<file path="config.mk">
export PLATFORM = sky130hd
export DESIGN_NAME = i2c_bus_watchdog
export DESIGN_NICKNAME = d
export VERILOG_FILES = /design/src/rtl/i2c_bus_watchdog.sv
export SDC_FILE = /design/constraint.sdc
export NUM_CORES = 1
export LEC_CHECK = 0
export CAP_MARGIN = 10
export CORE_UTILIZATION = 48
export DETAILED_ROUTE_END_ITERATION = 6
export HOLD_SLACK_MARGIN = 0.05
export PLACE_DENSITY = 0.66
export SYNTH_ARGS = -nofsm -noshare
export SYNTH_HDL_FRONTEND = slang
export SYNTH_SLANG_ARGS = --single-unit
</file>
<file path="constraint.sdc">
create_clock -name sys_clk -period 2.5 [get_ports sys_clk]
set_input_delay 0.375 -clock sys_clk [delete_from_list [all_inputs] [get_ports sys_clk]]
set_output_delay 0.375 -clock sys_clk [all_outputs]
set_load 0.01 [all_outputs]
</file>
<file path="src/rtl/i2c_bus_watchdog.sv">
// Stuck-bus watchdog for the CPLD I2C port: times SCL/SDA held low on the 1 ms tick,
// then runs 9-clock + STOP recovery with bounded retries and reports a sticky fault.
`timescale 1ns/1ps

module i2c_bus_watchdog #(
    parameter int unsigned TIMEOUT_TICKS = 1000,
    parameter int unsigned SCL_HALF      = 100,
    parameter int unsigned MAX_RETRY     = 3
) (
    input  logic       sys_clk,
    input  logic       sys_rst_n,
    input  logic       wd_en,
    input  logic       tick_1ms,
    input  logic       scl_in,
    input  logic       sda_in,
    input  logic       clr_fault,
    output logic       scl_oe,
    output logic       sda_oe,
    output logic       recover_busy,
    output logic       bus_fault,
    output logic [3:0] recover_cnt
);

    typedef enum logic [2:0] {
        IDLE,
        MONITOR,
        RECOVER_CLK,
        RECOVER_STOP,
        FAULT
    } state_e;

    localparam logic [15:0] TIMEOUT_C = 16'(TIMEOUT_TICKS);
    localparam logic [15:0] HALF_LAST = 16'(SCL_HALF - 1);
    localparam logic [3:0]  RETRY_C   = 4'(MAX_RETRY);

    state_e      state_q, state_d;
    logic        scl_meta_q, scl_s_q, scl_prev_q;
    logic        sda_meta_q, sda_s_q, sda_prev_q;
    logic [15:0] stuck_q, stuck_d;
    logic [15:0] half_q, half_d;
    logic [1:0]  phase_q, phase_d;
    logic [3:0]  bit_q, bit_d;
    logic [3:0]  retry_q, retry_d;
    logic [3:0]  rcnt_q, rcnt_d;
    logic        fault_q, fault_d;
    logic        scl_oe_q, scl_oe_d;
    logic        sda_oe_q, sda_oe_d;
    logic        busy_q, busy_d;

    logic        activity;
    logic        half_done;
    logic [3:0]  bit_next;
    logic [3:0]  retry_next;

    // Pins idle high, so the synchronizer resets to the released level
    always_ff @(posedge sys_clk or negedge sys_rst_n) begin
        if (!sys_rst_n) begin
            scl_meta_q <= 1'b1;
            scl_s_q    <= 1'b1;
            scl_prev_q <= 1'b1;
            sda_meta_q <= 1'b1;
            sda_s_q    <= 1'b1;
            sda_prev_q <= 1'b1;
        end else begin
            scl_meta_q <= scl_in;
            scl_s_q    <= scl_meta_q;
            scl_prev_q <= scl_s_q;
            sda_meta_q <= sda_in;
            sda_s_q    <= sda_meta_q;
            sda_prev_q <= sda_s_q;
        end
    end

    assign activity   = (scl_s_q != scl_prev_q) || (sda_s_q != sda_prev_q) || (scl_s_q && sda_s_q);
    assign half_done  = (half_q == HALF_LAST);
    assign bit_next   = bit_q + 4'd1;
    assign retry_next = retry_q + 4'd1;

    always_comb begin
        stuck_d = stuck_q;
        if (state_q != MONITOR || activity) begin
            stuck_d = '0;
        end else if (tick_1ms && stuck_q != 16'hFFFF) begin
            stuck_d = stuck_q + 16'd1;
        end
    end

    always_comb begin
        state_d = state_q;
        half_d  = half_q;
        phase_d = phase_q;
        bit_d   = bit_q;
        retry_d = retry_q;
        rcnt_d  = rcnt_q;
        fault_d = fault_q;

        case (state_q)
            IDLE: begin
                half_d  = '0;
                phase_d = '0;
                bit_d   = '0;
                retry_d = '0;
                if (wd_en) state_d = MONITOR;
            end
            MONITOR: begin
                if (stuck_q == TIMEOUT_C) begin
                    state_d = RECOVER_CLK;
                    half_d  = '0;
                    phase_d = '0;
                    bit_d   = '0;
                end
            end
            RECOVER_CLK: begin
                if (!half_done) begin
                    half_d = half_q + 16'd1;
                end else begin
                    half_d = '0;
                    if (phase_q == 2'd0) begin
                        phase_d = 2'd1;
                    end else begin
                        phase_d = 2'd0;
                        bit_d   = bit_next;
                        if (sda_s_q || bit_next == 4'd9) state_d = RECOVER_STOP;
                    end
                end
            end
            RECOVER_STOP: begin
                if (!half_done) begin
                    half_d = half_q + 16'd1;
                end else begin
                    half_d = '0;
                    if (phase_q != 2'd2) begin
                        phase_d = phase_q + 2'd1;
                    end else begin
                        phase_d = '0;
                        // Success is judged on the synced pins at the very end of phase C
                        if (scl_s_q && sda_s_q) begin
                            if (rcnt_q != 4'hF) rcnt_d = rcnt_q + 4'd1;
                            retry_d = '0;
                            state_d = MONITOR;
                        end else begin
                            retry_d = retry_next;
                            bit_d   = '0;
                            state_d = (retry_next == RETRY_C) ? FAULT : RECOVER_CLK;
                        end
                    end
                end
            end
            FAULT: begin
                if (clr_fault) begin
                    state_d = IDLE;
                    retry_d = '0;
                end
            end
            default: state_d = IDLE;
        endcase

        if (!wd_en) state_d = IDLE;

        if (state_d == FAULT && state_q != FAULT) begin
            fault_d = 1'b1;
        end else if (clr_fault) begin
            fault_d = 1'b0;
        end
    end

    // Outputs are decoded from the next state so they change on the same edge as the state
    always_comb begin
        busy_d   = (state_d == RECOVER_CLK) || (state_d == RECOVER_STOP);
        scl_oe_d = busy_d && (phase_d == 2'd0);
        sda_oe_d = (state_d == RECOVER_STOP) && (phase_d != 2'd2);
    end

    always_ff @(posedge sys_clk or negedge sys_rst_n) begin
        if (!sys_rst_n) begin
            state_q  <= IDLE;
            stuck_q  <= '0;
            half_q   <= '0;
            phase_q  <= '0;
            bit_q    <= '0;
            retry_q  <= '0;
            rcnt_q   <= '0;
            fault_q  <= 1'b0;
            scl_oe_q <= 1'b0;
            sda_oe_q <= 1'b0;
            busy_q   <= 1'b0;
        end else begin
            state_q  <= state_d;
            stuck_q  <= stuck_d;
            half_q   <= half_d;
            phase_q  <= phase_d;
            bit_q    <= bit_d;
            retry_q  <= retry_d;
            rcnt_q   <= rcnt_d;
            fault_q  <= fault_d;
            scl_oe_q <= scl_oe_d;
            sda_oe_q <= sda_oe_d;
            busy_q   <= busy_d;
        end
    end

    assign scl_oe       = scl_oe_q;
    assign sda_oe       = sda_oe_q;
    assign recover_busy = busy_q;
    assign bus_fault    = fault_q;
    assign recover_cnt  = rcnt_q;

endmodule

</file>
[After elaboration in Yosys (flattened, before gate mapping)]
Cells that the tools add are included.
W data, S select, Z words.
Storage, ports and cells
  memories: 0
  output and inout bits: 8
  register bits after elaboration: 59
  ROM bits: 0
  memory bits (writable): 0
  word-level logic and storage cells: 109
  latch bits: 0
Cells by class
  eq/ne operators: 26
  multiplexer cells: 36
  reduce and logical (&&, ||, !) cells: 23
  $mul: 0
  div/mod/pow operators: 0
  shift operators: 0
  magnitude comparators: 0
  bitwise logic cells: 1
  $add $sub $neg: 6
Operators with widths (count)
  $mux W16: 4
  $pmux W16 S3: 1
  $mux W4: 10
  $add A16 B1 Y16 const B: 2
  $mux W3: 10
  $ne A2 B2 Y1 const B: 9
  $eq A16 B10 Y1 const B: 1
  $eq A16 B7 Y1 const B: 1
  $ne A16 B16 Y1 const B: 1
  $pmux W4 S4: 1
  $pmux W3 S5: 1
  $add A4 B1 Y4 const B: 3
  $eq A3 B2 Y1 const B: 4
  $pmux W4 S3: 1
  $mux W2: 4
  $pmux W2 S4: 1
  $reduce_and A7 Y1: 1
  $eq A3 B3 Y1 const B: 2
  $reduce_bool A3 Y1: 2
  $logic_and A1 B1 Y1: 5
  $logic_or A1 B1 Y1: 5
  $reduce_and A5 Y1: 1
  $eq A4 B2 Y1 const B: 1
  $eq A4 B4 Y1 const B: 1
  other kinds (15): 20

[Depth between registers and ports, before layout]
  depth after elaboration: 11
  mapped depth: 8

[Least setup slack after synthesis]
No wires, ideal clock.
  path type: register -> register
  from: register retry_q[0]
  to: register sda_oe_q, in the netlist sda_oe
  period minus slack after synthesis: 1.953 ns
  data required time: 2.379 ns
  arrival: 1.831 ns
  cell stages (with the launch flop): 7
  setup slack: 0.547 ns
  library setup time: 0.121 ns
  path through: dfrtp_1 ha_1 or4b_1 o31ai_1 o2111ai_1 a21oi_2 and4bb_1
Between the ends
  longest elaborated chain between the ends: 10
Ends and longest elaborated chain
  start: declaration: line 43  | logic [3:0] retry_q, retry_d;
  start signal: assignment: line 193  | retry_q <= retry_d;
  $add A4 B1 Y4: line 77  | assign retry_next = retry_q + 4'd1;
  $eq A4 B2 Y1: line 144  | state_d = (retry_next == RETRY_C) ? FAULT : RECOVER_CLK;
  $mux W3: line 144
  $mux W3: line 137  | if (scl_s_q && sda_s_q) begin
  $mux W3: line 132  | if (phase_q != 2'd2) begin
  $mux W3: line 128  | if (!half_done) begin
  $pmux W3 S5: line 97  | case (state_q)
  $mux W3: line 158  | if (!wd_en) state_d = IDLE;
  $eq A3 B2 Y1: line 171  | sda_oe_d = (state_d == RECOVER_STOP) && (phase_d != 2'd2);
  $logic_and A1 B1 Y1: line 171
  net sda_oe_d: line 47  | logic sda_oe_q, sda_oe_d;
  end signal: assignment: line 197  | sda_oe_q <= sda_oe_d;
  end: declaration: line 47
The timed path passes the listed nets, and every way through them passes these cells.
A chain may end at the register's enable or synchronous reset.

[Worst setup path after layout]
  from: register stuck_q[0]
  to: register bit_q[0]
Between the ends
  longest elaborated chain between the ends: 3
Ends and longest elaborated chain
  start: declaration: line 39  | logic [15:0] stuck_q, stuck_d;
  start signal: assignment: line 189  | stuck_q <= stuck_d;
  $eq A16 B10 Y1: line 106  | if (stuck_q == TIMEOUT_C) begin
  $ne A2 B2 Y1 (no source line)
  $reduce_and A7 Y1 (no source line)
  end signal: assignment: line 192  | bit_q <= bit_d;
  end: declaration: line 42  | logic [3:0] bit_q, bit_d;
No other way between the ends.

==> out/qor_table.md <==
| Parameter | This run | Unit |
|:---|:---|:---|
| Buffers inserted during post-CTS setup optimization | 0 | - |
| Number of diodes | 0 | - |
| # IOs | 15 | - |
| Clock network latency to the later pin of the worst-skew pair | 0.34 | ns |
| Largest buffer count on any clock path | 2 | - |
| Comb power frac | 3.7 | % |
| Flip-flop and latch count after synthesis | 59 | - |
| Via-per-instance ratio | 5.854 | - |
| Mean instance size in the synthesized netlist | 10.13 | um^2 |
| Syn nets | 340 | - |
| Hold_buf cts | 0 | - |
| HPWL after detailed placement | 4759 | um |
| Drt total wl | 6772 | um |
| TritonCTS clock tree | yes | - |
| Row Count | 29 | - |
| Data arrival time of the critical path | 2.43 | ns |
| RSZ-0062 raised after global routing | no | - |
| Clock group share of total power | 48.8 | % |
| Clock net sink count | 59 | - |
| Worst hold path class | in2async | - |
| Post-synthesis instance total | 325 | - |
| Total area of multi-input combinational cells | 1722 | um^2 |
| Number of filler cells placed in the layout | 557 | - |
| Sequential cell area fraction in the yosys report | 45.06 | % |
| Post-detailed-route wirelength per cell | 15.71 | um |
| Number of iterations in the first detailed-routing pass | 4 | - |
| Die footprint | 7196 | um^2 |
| DR iter-0 viols | 132 | - |
| Number of warnings issued by yosys | 0 | - |
| Number of remaining DRC errors | 0 | - |
| Hold violation total from the final report | 0 | - |
| Most frequent standard cell in the layout excluding fill and tap cells | sky130_fd_sc_hd__dfrtp_1 | - |
| GR Util All Layers | 21.10 | % |
| Layout overhead on the synthesized area | 14.82 | % |
| Nets@finish | 364 | - |
| First-pass GRT wire length | 11910 | um |
| Vias | 2523 | - |
| Reg power frac | 47.5 | % |
| Count of flip-flops with a built-in enable after synthesis | 0 | - |
| Outcome | completed | - |
| Sw Share | 21.59 | % |
| Maximum fanout count along the critical path | 12 | - |
| Post-route clock period utilization | 87.95 | % |
| Startpoint Class | flop | - |
| Slew HR | 46.14 | % |
| Count of input and output buffers | 14 | - |
| Number of setup violations in the final report | 0 | - |
| Num CTS Buffers | 9 | - |
| Final total negative setup slack | 0 | ns |
| Commonest non-fill, non-tap cells in the layout | sky130_fd_sc_hd__dfrtp_1, sky130_fd_sc_hd__nand2_1, sky130_fd_sc_hd__nor2_1, sky130_fd_sc_hd__xnor2_1, sky130_fd_sc_hd__clkdlybuf4s50_1 | - |
| Die Y | 84.83 | um |
| Async SR Flop Fraction | 100.0 | % |
| Largest vdd supply drop | 337.8 | uV |
| GRT Residual Overflow | 0 | - |
| Post-layout util | 58.22 | % |
| Achievable Freq | 454.8 | MHz |
| Clock transition at path regs | 0.07 | ns |
| Period minus WS final | 2.199 | ns |
| Mapped cell area | 3293 | um^2 |
| Data required, critical path | 2.73 | ns |
| Category of the worst setup path capture point | flop | - |
| Static leakage power | 0.001521 | uW |
| Prevailing post-synth register cell | sky130_fd_sc_hd__dfrtp_1 | - |
| Floorplan core area | 6495 | um^2 |
| Clock tree root buffer cell | sky130_fd_sc_hd__clkbuf_8 | - |
| Total number of H-tree levels | 3 | - |
| Switching power total | 440.8 | uW |
| MaxCap Viol Count | 0 | - |
| Remaining antenna violation count after routing | 0 | - |
| Cell internal power dissipation | 1601 | uW |
| Largest net degree at the start of global routing | 34 | - |
| Setup Skew | 0.005980 | ns |
| Total power density per cell area | 540.0 | nW/um^2 |
| Vias in the first global route | 2472 | - |
| Initial antenna violation count | 0 | - |
| Yosys cell types | 61 | - |
| Routability Congestion | 0.8439 | - |
| Proportion of layout cells with a drive suffix above 1 | 14.12 | % |
| Number of pins with negative max-slew slack in the final report | 0 | - |
| Kind of critical path | reg2reg | - |
| Number of cells on the worst reg-to-reg path | 7 | - |
| Worst Max-Slew Pin Slew | 0.8049 | ns |
| Die outline width | 84.83 | um |
| Register cell area after layout | 1484 | um^2 |
| Count of instances resized after the clock tree is built | 0 | - |
| Effective utilization at floorplan | 50.70 | % |
metrics by stage:
| step | setup slack [ns] | area, um^2 | power, uW | hold slack [ns] | instances |
|---|---|---|---|---|---|
| 2_1_floorplan | 0.5474 | 3293 | 1019 | 0.07941 | 325 |
| 3_3_place_gp | 0.3160 | 3555 | 1063 | 0.3474 | 415 |
| 3_5_place_dp | 0.3022 | 3555 | 1065 | 0.3479 | 415 |
| 4_1_cts | 0.2930 | 3781 | 2070 | 0.05807 | 431 |
| 5_1_grt | 0.1683 | 3781 | 2119 | 0.09954 | 431 |
| 6_report | 0.3011 | 3781 | 2042 | 0.04186 | 431 |
power groups by stage:
| stage | logic (uW) | registers (uW) | clock network, uW |
|---|---|---|---|
| after detailed placement | 77.0 | 988 | 0 |
| after global routing | 85.3 | 970 | 1060 |
| after global placement | 75.9 | 987 | 0 |
| after floorplan | 32.4 | 986 | 0 |
| final | 74.9 | 970 | 997 |
| after CTS | 77.3 | 970 | 1020 |
cells by family (layout without fill, tap and decap cells):
kind of cell | count (synthesis) | in the layout | synth area share, %
xor+xnor | 26 | 26 | 6.915
simple gates | 140 | 140 | 26.25
flops | 59 | 59 | 45.06
compound gates | 66 | 66 | 14.48
mux | 5 | 5 | 1.596
buf+inv | 21 | 50 | 2.659
fa+ha+maj | 8 | 8 | 3.040
area by class of cell:
type	instances	area share [%]
clock inverter	5	1.985
timing repair buffer	22	5.493
tap	77	2.548
sequential	59	39.25
multi-input combinational	245	45.53
clock buffer	11	4.004
inverter	12	1.191
synth_stat cells, drive strengths merged, types with 2 or more instances:
master   number  area share [%]
inv          12             1.4
dfrtp        53              40
a211oi        2            0.46
nor2b         4            0.76
and4bb        2            0.76
o21a          2            0.46
xnor2        15             4.0
or2           2            0.38
and3          6             1.1
nand4         7             1.8
and2          4            0.76
nor2         28             3.4
ha            8             3.0
o21ai        18             2.8
xor2         11             2.9
a21boi        2            0.46
clkbuf        4            0.46
o211ai        7             1.6
a31oi         5            0.95
and3b         2            0.53
o2111ai       4             1.1
nor4b         2            0.99
nor4         12             4.2
nor3         12             2.0
o31ai         3            0.68
a21oi        10             1.6
nand2b        2            0.38
buf           5            0.84
nand2        30             3.4
mux2          2            0.68
or3           5            0.95
and4          7             1.9
dfstp         6             4.8
nand3        11             1.7
a22o          4             1.1
mux2i         3            0.91
path summary, 6_finish.rpt:
kind                       startpoint         end  slack (ns)
hold / removal              sys_rst_n  stuck_q[4]        0.04
setup reg to reg           stuck_q[0]    bit_q[0]        0.30
hold reg to reg            scl_meta_q     scl_s_q        0.36
setup / recovery           stuck_q[0]    bit_q[0]        0.30
min in group sys_clk       scl_meta_q     scl_s_q        0.36
max in group asynchronous   sys_rst_n     scl_s_q        1.80
per-layer routing:
layer	track usage (%)	up-vias	share of wire, %
li1	-	1250	-
met1	29.43	1227	50
met2	32.59	42	46
met3	6.226	4	3.9
met4	5.085	0	0.75
met5	0	-	0
state kept, by name, indices dropped and copies added (netlist names), 2 cells and up:
register,flops
bit_q,4
state_q,3
stuck_q,16
recover_cnt,4
phase_q,2
retry_q,4
half_q,16
critical path, cell delays in order, from the launching register on:
cell,delay [ns]
sky130_fd_sc_hd__dfrtp_1,0.40
sky130_fd_sc_hd__inv_1,0.10
sky130_fd_sc_hd__ha_1,0.14
sky130_fd_sc_hd__and4bb_1,0.27
sky130_fd_sc_hd__a41oi_4,0.19
sky130_fd_sc_hd__or2_1,0.45
sky130_fd_sc_hd__a21o_1,0.27
sky130_fd_sc_hd__mux2_2,0.27
Power figures use the tool's default switching activity.
